==> src/rtl/data_bus_receive_ml_if.sv <==
// Lane-adapter side bus of the multi-lane receive block: lane symbols and controls in,
// per-lane ordered-set status and the forwarded transport word out.
interface data_bus_receive_ml_if #(
    parameter int NUM_LANES = 2,
    parameter int BYTE_W    = 8
);
    logic                          lane_rx_on;
    logic                          lane_rx_valid;
    logic                          data_os;
    logic [3:0]                    d_sel;
    logic [NUM_LANES*BYTE_W-1:0]   lane_rx;
    logic [NUM_LANES*4-1:0]        os_in;
    logic [NUM_LANES-1:0]          os_lock;
    logic [NUM_LANES*BYTE_W-1:0]   transport_layer_data_out;
    logic                          transport_layer_data_valid;

    modport master (
        output lane_rx_on, lane_rx_valid, data_os, d_sel, lane_rx,
        input  os_in, os_lock, transport_layer_data_out, transport_layer_data_valid
    );

    modport slave (
        input  lane_rx_on, lane_rx_valid, data_os, d_sel, lane_rx,
        output os_in, os_lock, transport_layer_data_out, transport_layer_data_valid
    );
endinterface

==> src/rtl/data_bus_receive_ml.sv <==
// Multi-lane receive: per-lane Gen3/Gen4 ordered-set detection with repeat gating and lock,
// plus data-mode forwarding. Optional LANE_REVERSAL_EN adds lane_reverse (logical lane remap).
module data_bus_receive_ml #(
    parameter int NUM_LANES    = 2,
    parameter int BYTE_W       = 8,
    parameter int OS_BYTES     = 8,
    parameter int MATCH_REPEAT = 2
) (
    input  logic clk,
    input  logic rst,
`ifdef LANE_REVERSAL_EN
    input  logic lane_reverse,
`endif
    data_bus_receive_ml_if.slave bus
);
    localparam int SH_W  = OS_BYTES * BYTE_W;
    localparam int CNT_W = (OS_BYTES > 1) ? $clog2(OS_BYTES) : 1;
    localparam int CMP_W = (SH_W < 64) ? SH_W : 64;
    localparam logic [CNT_W-1:0] CNT_LAST = CNT_W'(OS_BYTES - 1);
    localparam logic [3:0]       REP_TGT  = 4'(MATCH_REPEAT);

    logic                        rev;
    logic                        rev_reg;
    logic [3:0]                  dsel_reg;
    logic [CNT_W-1:0]            cnt_reg;
    logic [NUM_LANES*BYTE_W-1:0] data_out_reg;
    logic                        data_valid_reg;
    logic [NUM_LANES*BYTE_W-1:0] rx_log;
    logic                        boundary;
    logic                        os_mode;
    logic                        clr;

`ifdef LANE_REVERSAL_EN
    assign rev = lane_reverse;
`else
    assign rev = 1'b0;
`endif

    assign boundary = bus.lane_rx_valid && (cnt_reg == CNT_LAST);
    assign os_mode  = (bus.d_sel >= 4'd2) && (bus.d_sel <= 4'd7);
    // Any selector or lane-map change, or a non-OS selector, drops every lane's progress.
    assign clr      = (bus.d_sel != dsel_reg) || (rev != rev_reg) || !os_mode;

    always_ff @(posedge clk or negedge rst) begin
        if (!rst) begin
            cnt_reg        <= '0;
            dsel_reg       <= 4'h0;
            rev_reg        <= 1'b0;
            data_out_reg   <= '0;
            data_valid_reg <= 1'b0;
        end else begin
            dsel_reg <= bus.d_sel;
            rev_reg  <= rev;
            if (!bus.lane_rx_on) begin
                cnt_reg        <= '0;
                data_out_reg   <= '0;
                data_valid_reg <= 1'b0;
            end else begin
                if (bus.lane_rx_valid)
                    cnt_reg <= (cnt_reg == CNT_LAST) ? '0 : cnt_reg + 1'b1;
                data_valid_reg <= 1'b0;
                if (bus.d_sel == 4'd8 && bus.data_os && bus.lane_rx_valid) begin
                    data_out_reg   <= rx_log;
                    data_valid_reg <= 1'b1;
                end
            end
        end
    end

    assign bus.transport_layer_data_out   = data_out_reg;
    assign bus.transport_layer_data_valid = data_valid_reg;

    // Everything past the input remap works in logical lane order.
    for (genvar gi = 0; gi < NUM_LANES; gi++) begin : g_lane
        localparam logic [7:0] LANE_N = 8'(gi);

        logic [SH_W-1:0] sh_reg;
        logic [SH_W-1:0] sh_shift;
        logic [63:0]     win;
        logic            match;
        logic [3:0]      rep_reg;
        logic [3:0]      rep_inc;
        logic            lock_reg;
        logic [3:0]      os_reg;

        assign rx_log[gi*BYTE_W +: BYTE_W] = rev ? bus.lane_rx[(NUM_LANES-1-gi)*BYTE_W +: BYTE_W]
                                                 : bus.lane_rx[gi*BYTE_W +: BYTE_W];

        assign sh_shift = (sh_reg << BYTE_W) | SH_W'(rx_log[gi*BYTE_W +: BYTE_W]);
        assign win      = 64'(sh_shift[CMP_W-1:0]);
        assign rep_inc  = (rep_reg == 4'hF) ? 4'hF : rep_reg + 4'd1;

        always_comb begin
            match = 1'b0;
            case (bus.d_sel)
                4'd2:    match = (win == {8'h01, LANE_N, 48'h0000_0400_98F2});
                4'd3:    match = (win == {8'h01, LANE_N, 48'h0000_0400_64F2});
                4'd4:    match = (win[23:0] == 24'h7E02D0);
                4'd5:    match = (win[31:0] == 32'h7E04B0F0);
                4'd6:    match = (win[31:0] == 32'h7E0690F0);
                4'd7:    match = (win[31:0] == 32'h7E0F0F00);
                default: match = 1'b0;
            endcase
        end

        always_ff @(posedge clk or negedge rst) begin
            if (!rst) begin
                sh_reg   <= '0;
                rep_reg  <= 4'd0;
                lock_reg <= 1'b0;
                os_reg   <= 4'h9;
            end else if (!bus.lane_rx_on) begin
                sh_reg   <= '0;
                rep_reg  <= 4'd0;
                lock_reg <= 1'b0;
                os_reg   <= 4'h9;
            end else begin
                os_reg <= 4'h9;
                if (bus.lane_rx_valid)
                    sh_reg <= sh_shift;
                if (clr) begin
                    rep_reg  <= 4'd0;
                    lock_reg <= 1'b0;
                end else if (boundary) begin
                    if (match) begin
                        rep_reg <= rep_inc;
                        if (rep_inc >= REP_TGT && !lock_reg) begin
                            os_reg   <= bus.d_sel;
                            lock_reg <= 1'b1;
                        end
                    end else begin
                        rep_reg  <= 4'd0;
                        lock_reg <= 1'b0;
                    end
                end
            end
        end

        assign bus.os_in[gi*4 +: 4] = os_reg;
        assign bus.os_lock[gi]      = lock_reg;
    end
endmodule

==> src/flat_wrapper.sv <==
// flat-port wrapper written by rule: the top's interface ports become plain ports
module data_bus_receive_ml_flat 
#(
    parameter int NUM_LANES    = 2,
    parameter int BYTE_W       = 8,
    parameter int OS_BYTES     = 8,
    parameter int MATCH_REPEAT = 2
)
  (clk, rst, bus_lane_rx_on, bus_lane_rx_valid, bus_data_os, bus_d_sel, bus_lane_rx, bus_os_in, bus_os_lock, bus_transport_layer_data_out, bus_transport_layer_data_valid);
  data_bus_receive_ml_if #(.NUM_LANES(NUM_LANES), .BYTE_W(BYTE_W)) bus_i ();
  input  logic clk;
  input  logic rst;
  input wire logic [$bits(bus_i.lane_rx_on)-1:0] bus_lane_rx_on;
  input wire logic [$bits(bus_i.lane_rx_valid)-1:0] bus_lane_rx_valid;
  input wire logic [$bits(bus_i.data_os)-1:0] bus_data_os;
  input wire logic [$bits(bus_i.d_sel)-1:0] bus_d_sel;
  input wire logic [$bits(bus_i.lane_rx)-1:0] bus_lane_rx;
  output wire logic [$bits(bus_i.os_in)-1:0] bus_os_in;
  output wire logic [$bits(bus_i.os_lock)-1:0] bus_os_lock;
  output wire logic [$bits(bus_i.transport_layer_data_out)-1:0] bus_transport_layer_data_out;
  output wire logic [$bits(bus_i.transport_layer_data_valid)-1:0] bus_transport_layer_data_valid;
  assign bus_i.lane_rx_on = bus_lane_rx_on;
  assign bus_i.lane_rx_valid = bus_lane_rx_valid;
  assign bus_i.data_os = bus_data_os;
  assign bus_i.d_sel = bus_d_sel;
  assign bus_i.lane_rx = bus_lane_rx;
  assign bus_os_in = bus_i.os_in;
  assign bus_os_lock = bus_i.os_lock;
  assign bus_transport_layer_data_out = bus_i.transport_layer_data_out;
  assign bus_transport_layer_data_valid = bus_i.transport_layer_data_valid;
  data_bus_receive_ml #(.NUM_LANES(NUM_LANES), .BYTE_W(BYTE_W), .OS_BYTES(OS_BYTES), .MATCH_REPEAT(MATCH_REPEAT)) u_core (.clk(clk), .rst(rst), .bus(bus_i));
endmodule
==> config.mk <==
export PLATFORM = sky130hd
export DESIGN_NAME = data_bus_receive_ml_flat
export DESIGN_NICKNAME = d
export VERILOG_FILES = /design/src/rtl/data_bus_receive_ml_if.sv /design/src/rtl/data_bus_receive_ml.sv /design/src/flat_wrapper.sv
export SDC_FILE = /design/constraint.sdc
export NUM_CORES = 1
export LEC_CHECK = 0
export CORE_MARGIN = 3
export CORE_UTILIZATION = 55
export CTS_BUF_LIST = sky130_fd_sc_hd__clkbuf_8
export CTS_CLUSTER_SIZE = 24
export DETAILED_ROUTE_END_ITERATION = 10
export HOLD_SLACK_MARGIN = 0.05
export PLACE_DENSITY = 0.77
export REMOVE_ABC_BUFFERS = 1
export SLEW_MARGIN = 25
export SYNTH_ARGS = -nofsm -noshare
export SYNTH_HDL_FRONTEND = slang
export SYNTH_SLANG_ARGS = --single-unit
==> constraint.sdc <==
create_clock -name clk -period 6.8 [get_ports clk]
set_clock_uncertainty 0.15 [all_clocks]
set_input_delay 1.02 -clock clk [delete_from_list [all_inputs] [get_ports clk]]
set_output_delay 1.02 -clock clk [all_outputs]
set_load 0.05 [all_outputs]
; ---- After elaboration in Yosys (flattened, before gate mapping)
; Cells that the tools add are included.
[op_classes]
n_addsub = 3
reduce_logical = 12
n_lt_le_gt_ge = 4
muxes = 43
eq_ne = 28
n_bitwise = 2
[op_table]
columns = cell, count
row1 = "64-bit by 57-bit == test with 1-bit output, second input constant", 4
row2 = 56-bit 2-to-1 mux, 4
row3 = "32-bit by 31-bit == test with 1-bit output, second input constant", 6
row4 = 64-bit by 8-bit bitwise OR with 64-bit output, 2
row5 = 4-bit 2-to-1 mux, 20
row6 = "24-bit by 23-bit == test with 1-bit output, second input constant", 2
row7 = 16-bit 2-to-1 mux, 2
row8 = "4-bit by 3-bit == test with 1-bit output, second input constant", 4
row9 = "4-bit == test, second input constant", 3
row10 = "4-bit by 2-bit >= comparator with 1-bit output, second input constant", 3
row11 = 1-bit 2-to-1 mux, 12
row12 = 1-bit one-hot mux with 6 select lines, 2
row13 = 3-bit 2-to-1 mux, 3
row14 = "4-bit by 1-bit adder with 4-bit output, second input constant", 2
row15 = "4-bit by 2-bit == test with 1-bit output, second input constant", 2
row16 = "4-bit by 3-bit inequality test with 1-bit output, second input constant", 2
row17 = 1-bit logical AND, 6
row18 = "4-bit by 3-bit <= comparator with 1-bit output, second input constant", 1
row19 = "2-bit by 1-bit inequality test with 1-bit output, second input constant", 2
row20 = 4-bit inequality test, 1
row21 = 2-bit AND reduction, 2
row22 = "3-bit by 1-bit adder with 3-bit output, second input constant", 1
row23 = "3-bit == test, second input constant", 1
row24 = 1-bit zero test, 3
row25 = 2 further kinds, 2
[word_totals]
register_bits = 154
word_cells = 104
output_inout_bits = 27

; ---- Logic depth before layout (Yosys ltp)
; Gate-level depths: netlist (run 1).
[logic_depth]
word_depth = 9
mapped_depth = 8

; ---- Worst setup path after synthesis (run 1)
; Ideal clock, no wire load.
[synth_timing]
path_type = input to register
start = input bus_d_sel[1]
end = register u_core.g_lane[1].rep_reg[3]
t_arrival_ps = 2799
path_slack_ps = 3774
cell_stages = 7
path_buffers = 1
t_required_ps = 6572
path_cell_list = buf_2 nor3b_1 a2111o_1 a2111oi_0 a221oi_1 or3_1 a21oi_1
[synth_via]
elab_chain_cells = 6
elab_cells_between_ends = 18
cone_classes = 2 x order compare / 8 x eq/ne / 5 x mux / 3 x reduce/logical
[synth_rtl]
columns = item, line
row1 = from (decl), flat_wrapper.sv:16  ; input wire logic [$bits(bus_i.d_sel)-1:0] bus_d_sel;
row2 = "4-bit by 3-bit == test with 1-bit output, or another cell as far along", data_bus_receive_ml.sv:95  ; case (bus.d_sel)
row3 = 1-bit one-hot mux with 6 select lines or 1-bit logical AND (tied branches), "data_bus_receive_ml.sv:95, data_bus_receive_ml.sv:40"
row4 = 4-bit 2-to-1 mux or 1-bit zero test (tied branches), "data_bus_receive_ml.sv:125, data_bus_receive_ml.sv:42"
row5 = 4-bit 2-to-1 mux or 1-bit logical OR (tied branches), "data_bus_receive_ml.sv:124, data_bus_receive_ml.sv:42"
row6 = 4-bit 2-to-1 mux, data_bus_receive_ml.sv:121  ; if (clr) begin
row7 = 4-bit 2-to-1 mux, data_bus_receive_ml.sv:112  ; end else if (!bus.lane_rx_on) begin
row8 = to (signal assigned), data_bus_receive_ml.sv:126  ; rep_reg <= rep_inc;
row9 = to (decl), data_bus_receive_ml.sv:81  ; logic [3:0] rep_reg;
; Parallel ways exist; a longest one is shown, timed or not. The select of a mux whose other input is x is not followed.
; A chain may end at the register's enable or synchronous reset.

; ---- Worst setup path after layout (run 1)
[layout_timing]
start = input bus_d_sel[1]
end = register u_core.g_lane[0].os_reg[2]
[layout_via]
elab_chain_cells = 6
elab_cells_between_ends = 17
cone_classes = 2 x order compare / 7 x eq/ne / 5 x mux / 3 x reduce/logical
[layout_rtl]
columns = item, line
row1 = "4-bit by 3-bit == test with 1-bit output, or another cell as far along", data_bus_receive_ml.sv:95
row2 = 1-bit one-hot mux with 6 select lines or 1-bit logical AND (tied branches), "data_bus_receive_ml.sv:95, data_bus_receive_ml.sv:40"
row3 = 4-bit 2-to-1 mux or 1-bit zero test (tied branches), "data_bus_receive_ml.sv:125, data_bus_receive_ml.sv:42"
row4 = 4-bit 2-to-1 mux or 1-bit logical OR (tied branches), "data_bus_receive_ml.sv:124, data_bus_receive_ml.sv:42"
row5 = 4-bit 2-to-1 mux (*), data_bus_receive_ml.sv:121
row6 = 4-bit 2-to-1 mux (*), data_bus_receive_ml.sv:112
row7 = to (signal assigned), data_bus_receive_ml.sv:128  ; os_reg <= bus.d_sel;
row8 = to (decl), data_bus_receive_ml.sv:84  ; logic [3:0] os_reg;
; Mark *: on every way between the ends. The rest lies on a longest branch, timed or not.

==> results of run 1 <==
==> synthesized netlist by cell type, drive strengths merged (6+ instances only) <==
library cell  number
nor4              20
inv                6
nor2               9
mux2i            133
nand4              8
nor2b            134
dfrtp            150
nor4b             10
and2               9
o21ai              7
nand2             13
nor3              14
a21oi              9
clkbuf            24
ha                 6
buf               12
nand3             14
==> cells by family after synthesis <==
group | share of synthesized area (%)
AND/OR/NAND/NOR | 22.99
flip-flops | 52.28
multiplexers | 18.04
buffers and inverters | 2.305
AO/OA/AOI/OAI | 3.136
adder cells (fa/ha/maj) | 1.017
XOR/XNOR | 0.2374
==> report_power, final <==
part / switching, uW / leakage (uW) / total [uW] / internal, uW
logic: 74.5 / 0.00136 / 136 / 61.3
clock network: 311 / 0.000210 / 668 / 357
registers: 17.9 / 0.00211 / 947 / 929
total: 403 / 0.00368 / 1750 / 1350
==> path summary, 6_finish.rpt <==
path / to / slack, ns / cells past startpoint
worst max-delay path: u_core.g_lane[0].os_reg[2]$_DFF_PN0_ / 3.15 / 8
worst min-delay path: u_core.g_lane[1].os_reg[3]$_DFF_PN1_ / 0.39 / 2
worst max register to register: u_core.g_lane[0].os_reg[2]$_DFF_PN0_ / 4.02 / 7
worst min register to register: u_core.g_lane[1].os_reg[3]$_DFF_PN1_ / 0.39 / 2
max in group asynchronous: u_core.g_lane[0].os_reg[2]$_DFF_PN0_ / 4.91 / 2
min in group asynchronous: u_core.g_lane[1].sh_reg[41]$_DFFE_PN0P_ / 0.42 / 1
==> routing by layer <==
metal | track usage (%) | up-vias | share of wire (%) | wire (microns)
met5 | 0 | - | 0 | 0
met4 | 9.174 | 0 | 2.4 | 367
met3 | 5.385 | 37 | 5.3 | 816
met2 | 33.81 | 153 | 47 | 7304
met1 | 31.37 | 2519 | 45 | 6960
li1 | - | 2351 | - | -
==> final cells by class <==
cell class	count	area [sq um]	share of cell area, %
flip-flops and latches	154	3859	45.98
multi-input cells	446	3357	40.00
well taps	172	215.2	2.564
repair buffers	56	549.3	6.545
inverters	6	22.52	0.2684
clock buffers	21	289.0	3.444
clock inverters	10	100.1	1.193
==> critical path, delay by kind of cell <==
family | cells | cell delay (ns)
AND/OR/NAND/NOR | 3 | 1.17
buffers and inverters | 2 | 0.86
AO/OA/AOI/OAI | 3 | 0.82
==> through the flow <==
step | power, uW | utilization [%] | worst slack (ns) | area [sq um]
after floorplan | 1019 | - | 3.149 | 7233
after detailed placement | 1101 | 62.06 | 2.782 | 7991
after global placement | 1097 | 62.06 | 2.887 | 7991
after global routing | 1824 | 65.17 | 3.001 | 8392
final | 1751 | 65.17 | 3.154 | 8392
after CTS | 1772 | 65.09 | 3.252 | 8381
==> summary.txt, run 1 <==
Outcome
  • Status: completed

Yosys
  • Most area-consuming cells after synthesis: dfrtp_1 (51%), mux2i_1 (18%), nor2b_1 (11%)
  • Avg Inst Size Synth: 11.50 sq um
  • Synth unique cells: 50
  • Post-synth EDFFs: 0
  • Yosys top cell area share: 50.86%
  • Post-synthesis sequential area ratio: 52.28%
  • Mapped Cells: 642
  • Ys Warns: 0
  • Async SR Flop Fraction: 100.0%
  • Main synth FF type: dfrtp_1
  • Synth Register Bits: 154
  • Leading area contributor after synthesis: dfrtp_1
  • Netlist Area Pre-Place: ~7400 sq um

Clocking
  • Clock transition at the registers of the reported paths: about 0.07 ns
  • Later-pin clock latency in the skew report: 0.44 ns
  • Post-cts gate resize count: 0
  • CTS tree: done
  • H-tree depth: 4
  • Post-CTS Setup Bufs: 0
  • Total CTS buffers: 17
  • Clk buf depth: 2
  • Root Driver: clkbuf_8
  • Hold_buf cts: 0
  • Clk sinks: 154

Layout
  • Leading cell type in the layout, fill and taps excluded: dfrtp_1
  • Most frequent cells in the layout: dfrtp_1 (150), nor2b_1 (134), mux2i_1 (133)
  • Layout cells sized above 1: 6.926%
  • Filler instances: 981
  • Final nets: 712
  • Largest register FFs: around 110
  • Area Overhead vs Synth: 13.70%
  • Antenna diode count: 0
  • Finished Layout Cells: 865

Critical path
  • Critical Path Start: bus_d_sel[1]
  • Worst-path maximum fanout: 11
  • Slowest CP cell: clkdlybuf4s50_1
  • WP data arrival: 3.87 ns
  • Reg-to-reg startpoint: u_core.dsel_reg[1]$_DFF_PN0_
  • CP cell instances: clkdlybuf4s50_1 -> or3b_2 -> a211oi_1 -> o211ai_1 -> buf_4 -> or3b_2 -> a21oi_1 -> and2_1
  • Critical path class: in2reg
  • Crit end category: register
  • CP Launch Type: input port
  • Critical Path RT: 7.02 ns
  • CP most frequent cell: or3b_2
  • Worst path max stage delay: approximately 0.60 ns

Route
  • Routed vias/inst: about 5.8
  • Per-cell routed wire length: 17.86 microns
  • Post-Route WL: 15.45 mm
  • First-pass detailed-route iteration total: 5
  • DRC violations left: 0
  • Antenna viol nets, final: 0
  • Detailed-route via count: 5060
  • Iteration-0 DRC Markers: 470

STA
  • Final hold vios: 0
  • Post-route setup TNS: 0 ns
  • Final Slew Violations: 0
  • Min Tclk post-route: 3.646 ns
  • Fmax: 274.2 MHz
  • RSZ-0062 raised after global routing: no
  • Period utilisation layout: 53.62%
  • # setup viols final: 0
  • Max-slew headroom: 33.72%
  • Hold slack: 0.3948 ns
  • Worst Tran Pin Value: around 0.99 ns

Placement
  • Global placer's final weighted congestion: about 0.9
  • DP Cell Count: 833
  • Buffers on Ports: approximately 50
  • Final HPWL DP: 10.31 mm

GRT
  • Number of antenna violations at the first check in global routing: 0
  • First-pass GRT wire length: roughly 26 mm
  • GRT Overall Usage: 22.40%
  • Number of global-route vias before repair: 5176
  • Total global routing overflow: 0
  • Largest net degree at the start of global routing: 130

Power and ir drop
  • Pwr Density: between 200 and 250 nW/um^2
  • Leakage: 0.003684 uW
  • Peak supply drop: 0.2174 mV

Flow run
  • Number of max-cap violations: 0

Die
  • Core Area: 12880 sq um
  • Die width: 121.8 microns
  • Initial core utilization: ~57%
  • Die area: 14850 sq um
  • I/O pin cnt: between 50 and 60
  • Row count: 41
  • Die Span Y: 121.8 microns

Hold path
  • Hold Path Class: reg2reg
  • Hold_sp: u_core.g_lane[1].lock_reg$_DFFE_PN0P_
(Power assumes the default switching activity.)
==> run 2: changes to the inputs <==
--- a/config.mk
+++ b/config.mk
@@ -11,7 +11,7 @@
 export CTS_CLUSTER_SIZE = 24
 export DETAILED_ROUTE_END_ITERATION = 10
 export HOLD_SLACK_MARGIN = 0.05
-export PLACE_DENSITY = 0.77
+export PLACE_DENSITY = 0.8
 export REMOVE_ABC_BUFFERS = 1
 export SLEW_MARGIN = 25
 export SYNTH_ARGS = -nofsm -noshare
==> constraint.sdc (replaced) <==
create_clock -name clk -period 3.2 [get_ports clk]
set_clock_uncertainty 0.15 [all_clocks]
set_input_delay 0.48 -clock clk [delete_from_list [all_inputs] [get_ports clk]]
set_output_delay 0.48 -clock clk [all_outputs]
set_load 0.05 [all_outputs]
==> run 2 against run 1 <==
Compared with the run above: count of clock-buffer cells in the layout is the same; sequential share of layout area down 0.88 points; routed wire length rose by 1.3%; critical endpoint is now u_core.g_lane[1].os_reg[2]$_DFF_PN0_; critical path depth down 1.
==> summary.txt, run 2 (synthesized netlist as in run 1, its figures left out) <==
Outcome
  • Status: completed

Die
  • Initial core utilization: around 57%
  • Die Span Y: 121.8 microns
  • Die area: 14850 sq um
  • I/O pin cnt: 52
  • Row count: 41
  • Die width: 121.8 microns
  • Core Area: ~13000 sq um

Power and ir drop
  • Sw Pwr: around 910 uW
  • Clock Power Share: 41.5%
  • Sequential share of power: 50.9%
  • Switching share of power: 23.04%
  • Pwr Density: approximately 460 nW/um^2
  • Peak supply drop: 0.3157 mV
  • Int Pwr: 3044 uW
  • Leakage: 0.003761 uW
  • Comb pwr share: 7.6%

STA
  • Worst Tran Pin Value: between 0.9 and 1 ns
  • Max-slew headroom: 34.48%
  • RSZ-0062 raised after global routing: no
  • Period utilisation layout: approximately 88%
  • Fmax: roughly 350 MHz
  • Min Tclk post-route: 2.828 ns
  • Hold slack: 0.3769 ns
  • Final hold vios: 0
  • Final Slew Violations: 0
  • # setup viols final: 0

Route
  • Routed vias/inst: 5.771
  • Post-Route WL: 15.65 mm
  • Antenna viol nets, final: 0
  • Detailed-route via count: 5061
  • DRC violations left: 0
  • Per-cell routed wire length: roughly 18 microns
  • Iteration-0 DRC Markers: approximately 480
  • First-pass detailed-route iteration total: 5

GRT
  • GRT Overall Usage: 22.86%
  • Number of antenna violations at the first check in global routing: 0
  • Largest net degree at the start of global routing: 133
  • Total global routing overflow: 0
  • First-pass GRT wire length: 26.34 mm
  • Number of global-route vias before repair: 5124

Placement
  • Buffers on Ports: roughly 50
  • Final HPWL DP: ~11 mm
  • DP Cell Count: 844
  • Global placer's final weighted congestion: 0.8808

Layout
  • Leading cell type in the layout, fill and taps excluded: dfrtp_1
  • Antenna diode count: 0
  • Area Overhead vs Synth: 15.92%
  • Finished Layout Cells: 877
  • Final nets: 723
  • Layout cells sized above 1: 8.511%
  • Largest register FFs: 112
  • Most frequent cells in the layout: dfrtp_1 (150), nor2b_1 (134), mux2i_1 (133)

Clocking
  • Clk buf depth: 2
  • Clk sinks: roughly 150
  • CTS tree: done
  • Clock transition at the registers of the reported paths: 0.08 ns
  • Total CTS buffers: 17
  • Later-pin clock latency in the skew report: 0.47 ns
  • H-tree depth: 4
  • Root Driver: clkbuf_8

Critical path
  • WP data arrival: 3.09 ns
  • Critical path class: in2reg
  • Worst-path maximum fanout: 7
  • Crit end category: register
  • Slowest CP cell: nor3b_1
  • Critical Path RT: 3.46 ns
  • CP Launch Type: input port
  • Worst path max stage delay: 0.55 ns
  • CP cell instances: clkdlybuf4s50_1 -> nor3b_1 -> nand3_1 -> a2111oi_0 -> a221oi_1 -> nor4_2 -> and2_1

Flow run
  • Number of max-cap violations: 0

Hold path
  • Hold Path Class: in2reg
[run 2: cell types whose count changed in the layout (fill, tap and decap cells not counted), sizes merged]
cell,previous run,this run
buf,8,18
bufinv,2,4
clkinv,5,3
clkinvlp,1,2
dlygate4sd3,0,1
[run 2: layer usage]
layer	GRT usage (%)	share of wire, %
met5	0	0
met1	31.54	45
met4	9.944	2.9
met2	34.29	47
met3	6.082	5.1
[run 2: timing repair]
action,4_1_cts,5_1_grt
setup buffers,0,0
gates resized for setup,0,0
hold buffers,1,0
hold endpoints to repair,90,0
[run 2: cell type report]
cell class	instances	area, sq um
Clock buffer	21	289.0
Clock inverter	11	166.4
Fill cell	972	4320
Inverter	6	22.52
Multi-Input combinational cell	446	3357
Sequential cell	154	3859
Tap cell	172	215.2
Timing Repair Buffer	67	646.9
[run 2: metrics by stage]
| stage | util, % | setup WS, ns | power, uW | TNS (ns) | instance area [sq um] |
|---|---|---|---|---|---|
| floorplan | - | 0.08881 | 2165 | 0 | 7233 |
| global placement | 62.80 | 0.1773 | 2342 | 0 | 8087 |
| detailed placement | 62.80 | -0.1239 | 2352 | -0.5064 | 8087 |
| CTS | 66.42 | 0.4248 | 3991 | 0 | 8552 |
| global route | 66.45 | 0.2176 | 4112 | 0 | 8556 |
| finish | 66.45 | 0.3715 | 3955 | 0 | 8556 |
[run 2: worst max-delay path, delay by kind of cell]
family / cells / cell delay, ns
buffers and inverters: 1 / 0.53
and+or+nand+nor: 4 / 1.31
AOI/OAI and AO/OA: 2 / 0.79
[run 2: worst paths after layout]
kind | from | to | slack [ns] | cells after the start
setup / recovery | bus_d_sel[2] | u_core.g_lane[1].os_reg[2]$_DFF_PN0_ | 0.37 | 7
min in group asynchronous | rst | u_core.g_lane[1].sh_reg[53]$_DFFE_PN0P_ | 0.51 | 2
hold / removal | bus_lane_rx_valid | u_core.g_lane[1].rep_reg[3]$_DFFE_PN0P_ | 0.38 | 4
setup reg to reg | u_core.g_lane[1].sh_reg[39]$_DFFE_PN0P_ | u_core.g_lane[1].os_reg[2]$_DFF_PN0_ | 0.46 | 6
hold reg to reg | u_core.bus.transport_layer_data_out[13]$_DFFE_PN0P_ | u_core.bus.transport_layer_data_out[13]$_DFFE_PN0P_ | 0.40 | 2
max in group asynchronous | rst | u_core.g_lane[0].sh_reg[39]$_DFFE_PN0P_ | 1.62 | 3
[run 2: power groups by stage]
stage,Clock (uW),Combinational (uW),Sequential (uW)
after floorplan,0,124,2040
after global placement,0,295,2050
after detailed placement,0,303,2050
after CTS,1680,305,2010
after global routing,1770,331,2020
final,1640,301,2010
